===== src/rtl/param_adder_acc_pkg.sv =====
// Shared types for the parameterised adder/accumulator: operation modes and output-buffer states.
package param_adder_acc_pkg;

    typedef enum logic [1:0] {
        MODE_ADD = 2'b00,
        MODE_SUB = 2'b01,
        MODE_ACC = 2'b10,
        MODE_MAC = 2'b11
    } mode_e;

    typedef enum logic {
        ST_EMPTY = 1'b0,
        ST_FULL  = 1'b1
    } state_e;

    // True for the modes that read and write the accumulator.
    function automatic logic is_acc_mode(input mode_e m);
        return (m == MODE_ACC) || (m == MODE_MAC);
    endfunction

endpackage


===== src/rtl/param_adder_acc_if.sv =====
// Operand/result handshake bundle between a producer/consumer (master) and the adder (slave).
interface param_adder_acc_if #(
    parameter int unsigned WIDTH     = 4,
    parameter int unsigned ACC_WIDTH = 8
);
    import param_adder_acc_pkg::*;

    logic                 in_valid;
    logic                 in_ready;
    logic [WIDTH-1:0]     op_a;
    logic [WIDTH-1:0]     op_b;
    mode_e                mode;
    logic                 acc_clear;
    logic                 out_valid;
    logic                 out_ready;
    logic [ACC_WIDTH-1:0] result;
    logic                 ovf;

    modport master (
        output in_valid, op_a, op_b, mode, acc_clear, out_ready,
        input  in_ready, out_valid, result, ovf
    );

    modport slave (
        input  in_valid, op_a, op_b, mode, acc_clear, out_ready,
        output in_ready, out_valid, result, ovf
    );

endinterface


===== src/rtl/param_adder_acc_dp.sv =====
// Combinational datapath: add/sub/accumulate/multiply-accumulate with overflow detect and optional clamp.
module param_adder_acc_dp
    import param_adder_acc_pkg::*;
#(
    parameter int unsigned WIDTH     = 4,
    parameter int unsigned ACC_WIDTH = 8,
    parameter int unsigned SATURATE  = 0
) (
    input  logic [WIDTH-1:0]     op_a_i,
    input  logic [WIDTH-1:0]     op_b_i,
    input  mode_e                mode_i,
    input  logic [ACC_WIDTH-1:0] acc_i,
    output logic [ACC_WIDTH-1:0] res_o,
    output logic                 ovf_o
);

    // One guard bit above the result catches carry-out; ACC_WIDTH >= 2*WIDTH keeps every term inside it.
    localparam int unsigned EXT_W = ACC_WIDTH + 1;

    logic [EXT_W-1:0] a_ext;
    logic [EXT_W-1:0] b_ext;
    logic [EXT_W-1:0] acc_ext;
    logic [EXT_W-1:0] calc_ext;

    // Select the operation, flag overflow/borrow, clamp when saturating.
    always_comb begin
        a_ext    = EXT_W'(op_a_i);
        b_ext    = EXT_W'(op_b_i);
        acc_ext  = EXT_W'(acc_i);
        calc_ext = '0;
        res_o    = '0;
        ovf_o    = 1'b0;
        case (mode_i)
            MODE_ADD: begin
                calc_ext = a_ext + b_ext;
                res_o    = calc_ext[ACC_WIDTH-1:0];
            end
            MODE_SUB: begin
                calc_ext = a_ext - b_ext;
                ovf_o    = (op_b_i > op_a_i);
                res_o    = (ovf_o && (SATURATE != 0)) ? '0 : calc_ext[ACC_WIDTH-1:0];
            end
            MODE_ACC: begin
                calc_ext = acc_ext + a_ext + b_ext;
                ovf_o    = calc_ext[ACC_WIDTH];
                res_o    = (ovf_o && (SATURATE != 0)) ? '1 : calc_ext[ACC_WIDTH-1:0];
            end
            MODE_MAC: begin
                calc_ext = acc_ext + (a_ext * b_ext);
                ovf_o    = calc_ext[ACC_WIDTH];
                res_o    = (ovf_o && (SATURATE != 0)) ? '1 : calc_ext[ACC_WIDTH-1:0];
            end
            default: begin
                res_o = '0;
            end
        endcase
    end

endmodule


===== src/rtl/param_adder_acc.sv =====
// Adder/accumulator top: accumulator, one-entry result buffer and its EMPTY/FULL control.
module param_adder_acc
    import param_adder_acc_pkg::*;
#(
    parameter int unsigned WIDTH     = 4,
    parameter int unsigned ACC_WIDTH = 8,
    parameter int unsigned SATURATE  = 0
) (
    input  logic             clk,
    input  logic             reset,
    param_adder_acc_if.slave bus
);

    state_e               state_q;
    state_e               state_d;
    logic                 accept_c;
    logic                 load_c;
    logic                 acc_we_c;
    logic [ACC_WIDTH-1:0] acc_q;
    logic [ACC_WIDTH-1:0] acc_d;
    logic [ACC_WIDTH-1:0] acc_base_c;
    logic [ACC_WIDTH-1:0] dp_res_c;
    logic                 dp_ovf_c;
    logic [ACC_WIDTH-1:0] result_q;
    logic                 ovf_q;

    // Ready whenever the buffer is free or is being drained this cycle.
    assign bus.in_ready  = (state_q == ST_EMPTY) || bus.out_ready;
    assign accept_c      = bus.in_valid && bus.in_ready;
    // A clear coinciding with an accumulate beat is applied before the add.
    assign acc_base_c    = bus.acc_clear ? '0 : acc_q;

    assign bus.out_valid = (state_q == ST_FULL);
    assign bus.result    = result_q;
    assign bus.ovf       = ovf_q;

    param_adder_acc_dp #(
        .WIDTH     (WIDTH),
        .ACC_WIDTH (ACC_WIDTH),
        .SATURATE  (SATURATE)
    ) u_dp (
        .op_a_i (bus.op_a),
        .op_b_i (bus.op_b),
        .mode_i (bus.mode),
        .acc_i  (acc_base_c),
        .res_o  (dp_res_c),
        .ovf_o  (dp_ovf_c)
    );

    // Buffer state register.
    always_ff @(posedge clk or posedge reset) begin
        if (reset) begin
            state_q <= ST_EMPTY;
        end else begin
            state_q <= state_d;
        end
    end

    // Buffer next-state: fill on accept, empty on drain without a refill.
    always_comb begin
        state_d = state_q;
        case (state_q)
            ST_EMPTY: if (accept_c) state_d = ST_FULL;
            ST_FULL:  if (!accept_c && bus.out_ready) state_d = ST_EMPTY;
            default:  state_d = ST_EMPTY;
        endcase
    end

    // Load enables for the result buffer and accumulator.
    always_comb begin
        load_c   = accept_c;
        acc_we_c = bus.acc_clear || (accept_c && is_acc_mode(bus.mode));
        acc_d    = (accept_c && is_acc_mode(bus.mode)) ? dp_res_c : '0;
    end

    // Accumulator: written only by a clear or an accepted accumulate beat.
    always_ff @(posedge clk or posedge reset) begin
        if (reset) begin
            acc_q <= '0;
        end else if (acc_we_c) begin
            acc_q <= acc_d;
        end
    end

    // Result buffer: captured on accept, held otherwise.
    always_ff @(posedge clk or posedge reset) begin
        if (reset) begin
            result_q <= '0;
            ovf_q    <= 1'b0;
        end else if (load_c) begin
            result_q <= dp_res_c;
            ovf_q    <= dp_ovf_c;
        end
    end

endmodule


===== src/flat_wrapper.sv =====
// flat-port wrapper written by rule: the top's interface ports become plain ports
module param_adder_acc_flat import param_adder_acc_pkg::*;
#(
    parameter int unsigned WIDTH     = 4,
    parameter int unsigned ACC_WIDTH = 8,
    parameter int unsigned SATURATE  = 0
)
  (clk, reset, bus_in_valid, bus_op_a, bus_op_b, bus_mode, bus_acc_clear, bus_out_ready, bus_in_ready, bus_out_valid, bus_result, bus_ovf);
  param_adder_acc_if #(.WIDTH(WIDTH), .ACC_WIDTH(ACC_WIDTH)) bus_i ();
  input  logic clk;
  input  logic reset;
  input wire logic [$bits(bus_i.in_valid)-1:0] bus_in_valid;
  input wire logic [$bits(bus_i.op_a)-1:0] bus_op_a;
  input wire logic [$bits(bus_i.op_b)-1:0] bus_op_b;
  input wire logic [$bits(bus_i.mode)-1:0] bus_mode;
  input wire logic [$bits(bus_i.acc_clear)-1:0] bus_acc_clear;
  input wire logic [$bits(bus_i.out_ready)-1:0] bus_out_ready;
  output wire logic [$bits(bus_i.in_ready)-1:0] bus_in_ready;
  output wire logic [$bits(bus_i.out_valid)-1:0] bus_out_valid;
  output wire logic [$bits(bus_i.result)-1:0] bus_result;
  output wire logic [$bits(bus_i.ovf)-1:0] bus_ovf;
  assign bus_i.in_valid = bus_in_valid;
  assign bus_i.op_a = bus_op_a;
  assign bus_i.op_b = bus_op_b;
  assign bus_i.mode = bus_mode;
  assign bus_i.acc_clear = bus_acc_clear;
  assign bus_i.out_ready = bus_out_ready;
  assign bus_in_ready = bus_i.in_ready;
  assign bus_out_valid = bus_i.out_valid;
  assign bus_result = bus_i.result;
  assign bus_ovf = bus_i.ovf;
  param_adder_acc #(.WIDTH(WIDTH), .ACC_WIDTH(ACC_WIDTH), .SATURATE(SATURATE)) u_core (.clk(clk), .reset(reset), .bus(bus_i));
endmodule

===== config.mk =====
export PLATFORM = sky130hd
export DESIGN_NAME = param_adder_acc_flat
export DESIGN_NICKNAME = d
export VERILOG_FILES = /design/src/rtl/param_adder_acc_pkg.sv /design/src/rtl/param_adder_acc_if.sv /design/src/rtl/param_adder_acc_dp.sv /design/src/rtl/param_adder_acc.sv /design/src/flat_wrapper.sv
export SDC_FILE = /design/constraint.sdc
export NUM_CORES = 1
export LEC_CHECK = 0
export ABC_AREA = 0
export CORE_MARGIN = 4
export CORE_UTILIZATION = 60
export CTS_BUF_LIST = sky130_fd_sc_hd__clkbuf_8 sky130_fd_sc_hd__clkbuf_16
export DETAILED_ROUTE_END_ITERATION = 8
export MAX_ROUTING_LAYER = met4
export PLACE_DENSITY = 0.91
export SLEW_MARGIN = 20
export SYNTH_ARGS = -nofsm -noshare
export SYNTH_HDL_FRONTEND = slang
export SYNTH_SLANG_ARGS = --single-unit

===== constraint.sdc =====
create_clock -name clk -period 6.3 [get_ports clk]
set_clock_uncertainty 0.05 [all_clocks]
set_input_delay 0.945 -clock clk [delete_from_list [all_inputs] [get_ports clk]]
set_output_delay 0.945 -clock clk [all_outputs]
set_load 0.05 [all_outputs]

==> summary.md, run 1 <==
| Metric | Value |
|---|---|
| Area Growth Syn to Fin | 14.99% |
| Initial Util | 0.6425 |
| P per Cell Area | between 200 and 250 nW/um^2 |
| Most common cell in the netlist | ha_1 |
| Crit path kind | in2reg |
| Worst-skew pair later-pin latency | between 200 and 300 ps |
| # port buffers | 25 |
| Worst Hold Slack | between 400 and 500 ps |
| Peak Freq | between 200 and 250 MHz |
| Syn_nets | between 300 and 400 |
| Setup crit start kind | input pin |
| Die Wd | 68.94 um |
| Number of global-route vias before repair | between 1500 and 2000 |
| Storage cell area | about 450 um^2 |
| Critical path endpoint category | flip-flop |
| Synth unique cells | 50 |
| Dpl hpwl | about 4300 um |
| Max-Cap Viols | 0 |
| Final worst path period share | 0.7400 |
| Critical Path RT | roughly 6400 ps |
| Post-CTS Setup Bufs | 0 |
| Via density | between 6 and 7 |
| Setup TNS | 0 ps |
| Antenna cells | 0 |
| Core region area | approximately 3500 um^2 |
| Synth area leaders | dfrtp_1, ha_1, fa_1 |
| First-pass DRT Iterations | 4 |
| Synth Instances | 245 |
| CTS resizes | 0 |
| Final setup vio count | 0 |
| Post-DRT Antenna Nets | 0 |
| Multi-input gate area | approximately 1700 um^2 |
| DRC | 0 |
| Dominant synthesized flop cell | dfrtp_1 |
| Post-place setup slack | ~1400 ps |
| Hold crit path type | reg2reg |
| Top cell type's share of synthesized area | 0.2021 |
| Die ar. | 4753 um^2 |
| Slew @ Worst Pin | 800.0 ps |
| Synth cell count leaders | ha_1, inv_1, nand2_1 |
| Post-Route WL | roughly 5400 um |
| Net count, final | between 300 and 400 |
| Number of fill cells | roughly 270 |
| Clk sinks | 18 |
| Num CTS Buffers | 3 |
| Leak | roughly 0.0012 uW |
| Via count | 1888 |
| RSZ-0062 raised after global routing | false |
| Die H | 68.94 um |
| Placed cell area | approximately 2500 um^2 |
| Final WS setup | ~1600 ps |
| GP Congestion | between 0.9 and 1 |
| WL/cell | between 15 and 20 um |
| Share of cells above drive strength 1 | 0.05597 |
| Clock buffer depth | 2 |
| Initial antenna violation count | 0 |
| Synthesis warning total | 0 |
| Final Max Tran Viols | 0 |
| Seq/Total Area, Yosys | 0.2021 |
| Cell area after layout | roughly 2600 um^2 |
| Synth async-reset ratio | 1.000 |
| CTS tree | yes |
| First-pass GRT wire length | approximately 9000 um |
| Pin count of the biggest net entering global routing | 20 |
| Post-synth EDFFs | 0 |
| Num rows | 21 |
| Maximum level of the CTS H-tree | 1 |
| Root Buffer | clkbuf_8 |
| # hold bufs at CTS | 0 |
| Synth Cell Area | 2228 um^2 |
| Crit path max fanout | 7 |
| Slew headroom | 0.4650 |
| Synth area leader | dfrtp_1 |
| Crit path time final | 4662 ps |
| Syn Area/Cell | 9.095 um^2 |
| Final Hold Fails | 0 |
| #FFs+latches synth | 18 |
| Outcome | finished clean |
| Max VDD drop | roughly 0.00019 V |
| Num ports | 26 |
| Total gr overflow | 0 |
| Clock Pin Slew Worst Setup and Hold Paths | ~70 ps |
| Crit path DAT | ~4700 ps |
| Total GRT Usage | 0.2659 |
| Iter 0 DRT Violations | 182 |
[layout make-up]
class	instances	area share
Clock buffer	4	0.02148
Multi-Input combinational cell	197	0.6475
Sequential cell	18	0.1758
Inverter	24	0.03516
Timing Repair Buffer	25	0.09766
Tap cell	46	0.02246
[sequential cells by signal, summed over array words and instances, names as in the netlist]
signal	cells
u_core.bus.result	8
u_core.bus.out_valid	1
u_core.acc_q	8
u_core.bus.ovf	1
[final timing paths]
path / start / to / slack [ps] / cells past startpoint
setup / recovery: bus_op_a[1] / u_core.bus.result[7]$_DFFE_PP0P_ / 1640 / 12
setup reg to reg: u_core.acc_q[1]$_DFFE_PP0P_ / u_core.bus.result[7]$_DFFE_PP0P_ / 3210 / 9
hold reg to reg: u_core.bus.result[2]$_DFFE_PP0P_ / u_core.bus.result[2]$_DFFE_PP0P_ / 430 / 2
max in group asynchronous: reset / u_core.bus.result[5]$_DFFE_PP0P_ / 4710 / 2
min in group asynchronous: reset / u_core.bus.result[4]$_DFFE_PP0P_ / 1050 / 2
hold / removal: u_core.bus.result[2]$_DFFE_PP0P_ / u_core.bus.result[2]$_DFFE_PP0P_ / 430 / 2
[worst max-delay path, cell delays in order]
cell and delay [ps]:
clkdlybuf4s50_1 650, nand2_1 130, fa_1 490, fa_1 530, fa_1 540, inv_1 40, ha_1 350, a21o_1 210
a31o_2 270, o21ai_0 140, nor4b_1 290, o21ai_0 130
[where the power goes]
group          leakage, uW  internal [uW]  switching, uW
sequential        0.000231            135           10.7
clock            0.0000288           55.5           38.1
combinational     0.000985            112            174
[per-stage QoR]
step / std cells / util / total power (uW)
floorplan: 245 / - / 345.6
global placement: 310 / 0.7229 / 417.3
detailed placement: 310 / 0.7229 / 430.2
CTS: 314 / 0.7388 / 525.3
global route: 314 / 0.7388 / 563.7
finish: 314 / 0.7388 / 524.7
[layer usage]
layer / part of all wire / track usage / vias up
met2: 0.51 / 0.4464 / 67
met5: 0 / - / -
met1: 0.41 / 0.3023 / 892
li1: - / - / 909
met4: 0.033 / 0.1119 / 0
met3: 0.050 / 0.06483 / 20
[kinds of logic after synthesis]
logic type | share of synthesized area
simple gates | 0.2078
compound gates | 0.1432
fa+ha+maj | 0.3066
buf+inv | 0.05334
flops | 0.2021
mux | 0.06738
xor+xnor | 0.01965
[placed cells by master, fill, tap and decap left out, types with 5 or more instances in the layout]
cell type | Yosys | layout
mux2_2 | 6 | 6
dfrtp_1 | 18 | 18
xor2_1 | 5 | 5
nor2_1 | 13 | 13
nand2b_1 | 9 | 9
nor2b_1 | 7 | 7
a211oi_1 | 5 | 5
ha_1 | 29 | 29
clkdlybuf4s50_1 | 0 | 25
mux2i_1 | 6 | 6
inv_1 | 24 | 24
nand3_1 | 5 | 5
a21oi_1 | 8 | 8
nand2_1 | 24 | 24
fa_1 | 16 | 16
and2_1 | 6 | 6
o21ai_0 | 12 | 12
No activity file was read; power rests on OpenSTA's default activity.
==> inputs of run 2 (changes only) <==
--- a/config.mk
+++ b/config.mk
@@ -7,11 +7,11 @@
 export LEC_CHECK = 0
 export ABC_AREA = 0
 export CORE_MARGIN = 4
-export CORE_UTILIZATION = 60
+export CORE_UTILIZATION = 52
 export CTS_BUF_LIST = sky130_fd_sc_hd__clkbuf_8 sky130_fd_sc_hd__clkbuf_16
 export DETAILED_ROUTE_END_ITERATION = 8
 export MAX_ROUTING_LAYER = met4
-export PLACE_DENSITY = 0.91
+export PLACE_DENSITY = 0.84
 export SLEW_MARGIN = 20
 export SYNTH_ARGS = -nofsm -noshare
 export SYNTH_HDL_FRONTEND = slang
==> constraint.sdc (replaced) <==
create_clock -name clk -period 4.2 [get_ports clk]
set_clock_uncertainty 0.05 [all_clocks]
set_input_delay 0.63 -clock clk [delete_from_list [all_inputs] [get_ports clk]]
set_output_delay 0.63 -clock clk [all_outputs]
set_load 0.05 [all_outputs]
==> run 2 against run 1 <==
  * Count of clock-buffer cells in the layout is the same
  * Global-route usage shrank 3.9 points
  * Cell count grew 8.0%
  * Non-clock buffer count grew 21
  * Clock power grew 53%
  * Register-to-register slack lost 2000 ps
  * Sequential power grew 50%
  * Critical path depth grew 1
  * Utilization shrank 6.7 points
  * Sequential cell count is the same
  * Largest cell class unchanged
  * Highest routed layer unchanged
==> summary.md, run 2 (same netlist as run 1, synthesis figures left out) <==
| Metric | Value |
|---|---|
| Outcome | finished clean |
| Die H | 73.46 um |
| Total GRT Usage | 0.2272 |
| Crit path DAT | approximately 4200 ps |
| Num CTS Buffers | 3 |
| Die ar. | 5396 um^2 |
| Crit path kind | in2reg |
| Core region area | 4086 um^2 |
| Slew headroom | 0.5313 |
| First-pass DRT Iterations | 4 |
| Num ports | 26 |
| Post-DRT Antenna Nets | 0 |
| Area Growth Syn to Fin | 23.19% |
| Root Buffer | clkbuf_8 |
| # hold bufs at CTS | 0 |
| Dpl hpwl | around 4600 um |
| Clock buffer depth | 2 |
| Leak | ~0.0014 uW |
| Hold crit path type | reg2reg |
| Reg2reg path depth | 9 |
| Slew @ Worst Pin | between 700 and 800 ps |
| GR Util met3 | 0.03830 |
| CTS tree | yes |
| Max-Cap Viols | 0 |
| Peak Freq | between 200 and 250 MHz |
| Worst-skew pair later-pin latency | between 200 and 300 ps |
| Num rows | 23 |
| Net count, final | 350 |
| Total gr overflow | 0 |
| Share of cells above drive strength 1 | 0.1384 |
| Critical Path RT | around 4300 ps |
| Iter 0 DRT Violations | between 90 and 100 |
| Number of global-route vias before repair | between 2000 and 2500 |
| Top Usage Layer GRT | met2 |
| WL/cell | roughly 17 um |
| Commonest non-fill, non-tap cell in the layout | ha_1 |
| # port buffers | 25 |
| Post-Route WL | 5643 um |
| Initial antenna violation count | 0 |
| Setup crit start kind | input pin |
| Total power | approximately 800 uW |
| Worst Hold Slack | ~430 ps |
| Most frequent cells in the layout | ha_1, clkdlybuf4s50_1, inv_1, nand2_1, buf_4 |
| Clk sinks | 18 |
| P per Cell Area | about 300 nW/um^2 |
| Final core utilization | 0.6718 |
| Crit path max fanout | 3 |
| Via count | 1951 |
| Final Hold Fails | 0 |
| Cell area after layout | 2745 um^2 |
| Placed cell area | about 2700 um^2 |
| Maximum level of the CTS H-tree | 1 |
| Max VDD drop | 0.0001816 V |
| Die Wd | approximately 73 um |
| Crit path time final | 4102 ps |
| First-pass GRT wire length | 9177 um |
| Hold Path Depth | 2 |
| Via density | approximately 5.8 |
| Critical path endpoint category | flip-flop |
| Final Max Tran Viols | 0 |
| Clock Pin Slew Worst Setup and Hold Paths | around 70 ps |
| GP Congestion | between 0.9 and 1 |
| RSZ-0062 raised after global routing | true |
| Initial Util | 0.5453 |
| Pin count of the biggest net entering global routing | 20 |
| Final worst path period share | 0.9768 |
| GR Util met1 | 0.2528 |
| DRC | 0 |
| Antenna cells | 0 |
| Placed cell count | approximately 340 |
| Non-Filler Instances | 339 |
| Final setup vio count | 0 |
| GR Util met2 | 0.4124 |
-- run 2: cell types whose count changed in the layout (fill, tap and decap cells not counted), sizes merged --
cell	before	now
buf	0	21
-- run 2: critical path, stage by stage --
cell and delay [ps]:
clkdlybuf4s50_1 510, nand2_1 100, fa_1 570, fa_1 460, fa_1 540, inv_1 40
ha_1 300, a21o_1 180, a31o_2 280, o31ai_2 290, buf_4 170, a21oi_1 40
o21ai_1 120
-- run 2: cell type report --
| class | instances | area, um^2 |
|---|---|---|
| clock buffer | 4 | 55.05 |
| fill | 337 | 1341 |
| inverter | 24 | 90.09 |
| multi-input combinational | 197 | 1679 |
| sequential | 18 | 450.4 |
| tap | 50 | 62.56 |
| timing repair buffer | 46 | 407.9 |
-- run 2: report_power, final --
group,switching (uW),internal (uW),total (uW)
Sequential,16.1,202,218
Clock,60.0,83.4,143
Combinational,266,191,457
-- run 2: path summary, 6_finish.rpt --
check	end	slack [ps]	startpoint
worst min-delay path	u_core.bus.result[2]$_DFFE_PP0P_	430	u_core.bus.result[2]$_DFFE_PP0P_
min in group asynchronous	u_core.bus.result[2]$_DFFE_PP0P_	740	reset
max in group asynchronous	u_core.bus.result[7]$_DFFE_PP0P_	2920	reset
worst max-delay path	u_core.bus.result[5]$_DFFE_PP0P_	100	bus_op_b[1]
worst min register to register	u_core.bus.result[2]$_DFFE_PP0P_	430	u_core.bus.result[2]$_DFFE_PP0P_
worst max register to register	u_core.acc_q[5]$_DFFE_PP0P_	1220	u_core.acc_q[1]$_DFFE_PP0P_
-- run 2: metal layers --
metal	wire length, um	share of wire
met5	0	0
met4	196	0.035
met3	186	0.033
met2	2971	0.53
met1	2288	0.41
-- run 2: timing repair --
item                       in CTS  in global routing
buffers inserted                0                  0
gates resized for setup         0                  5
setup endpoints to repair       0                  6
-- run 2: metrics by stage --
stage | worst slack [ps] | TNS, ps
after floorplan | 508.2 | 0
after global placement | -149.8 | -694.1
after detailed placement | -225.7 | -1342
after CTS | 44.79 | 0
after global routing | -56.35 | -79.17
final | 97.56 | 0
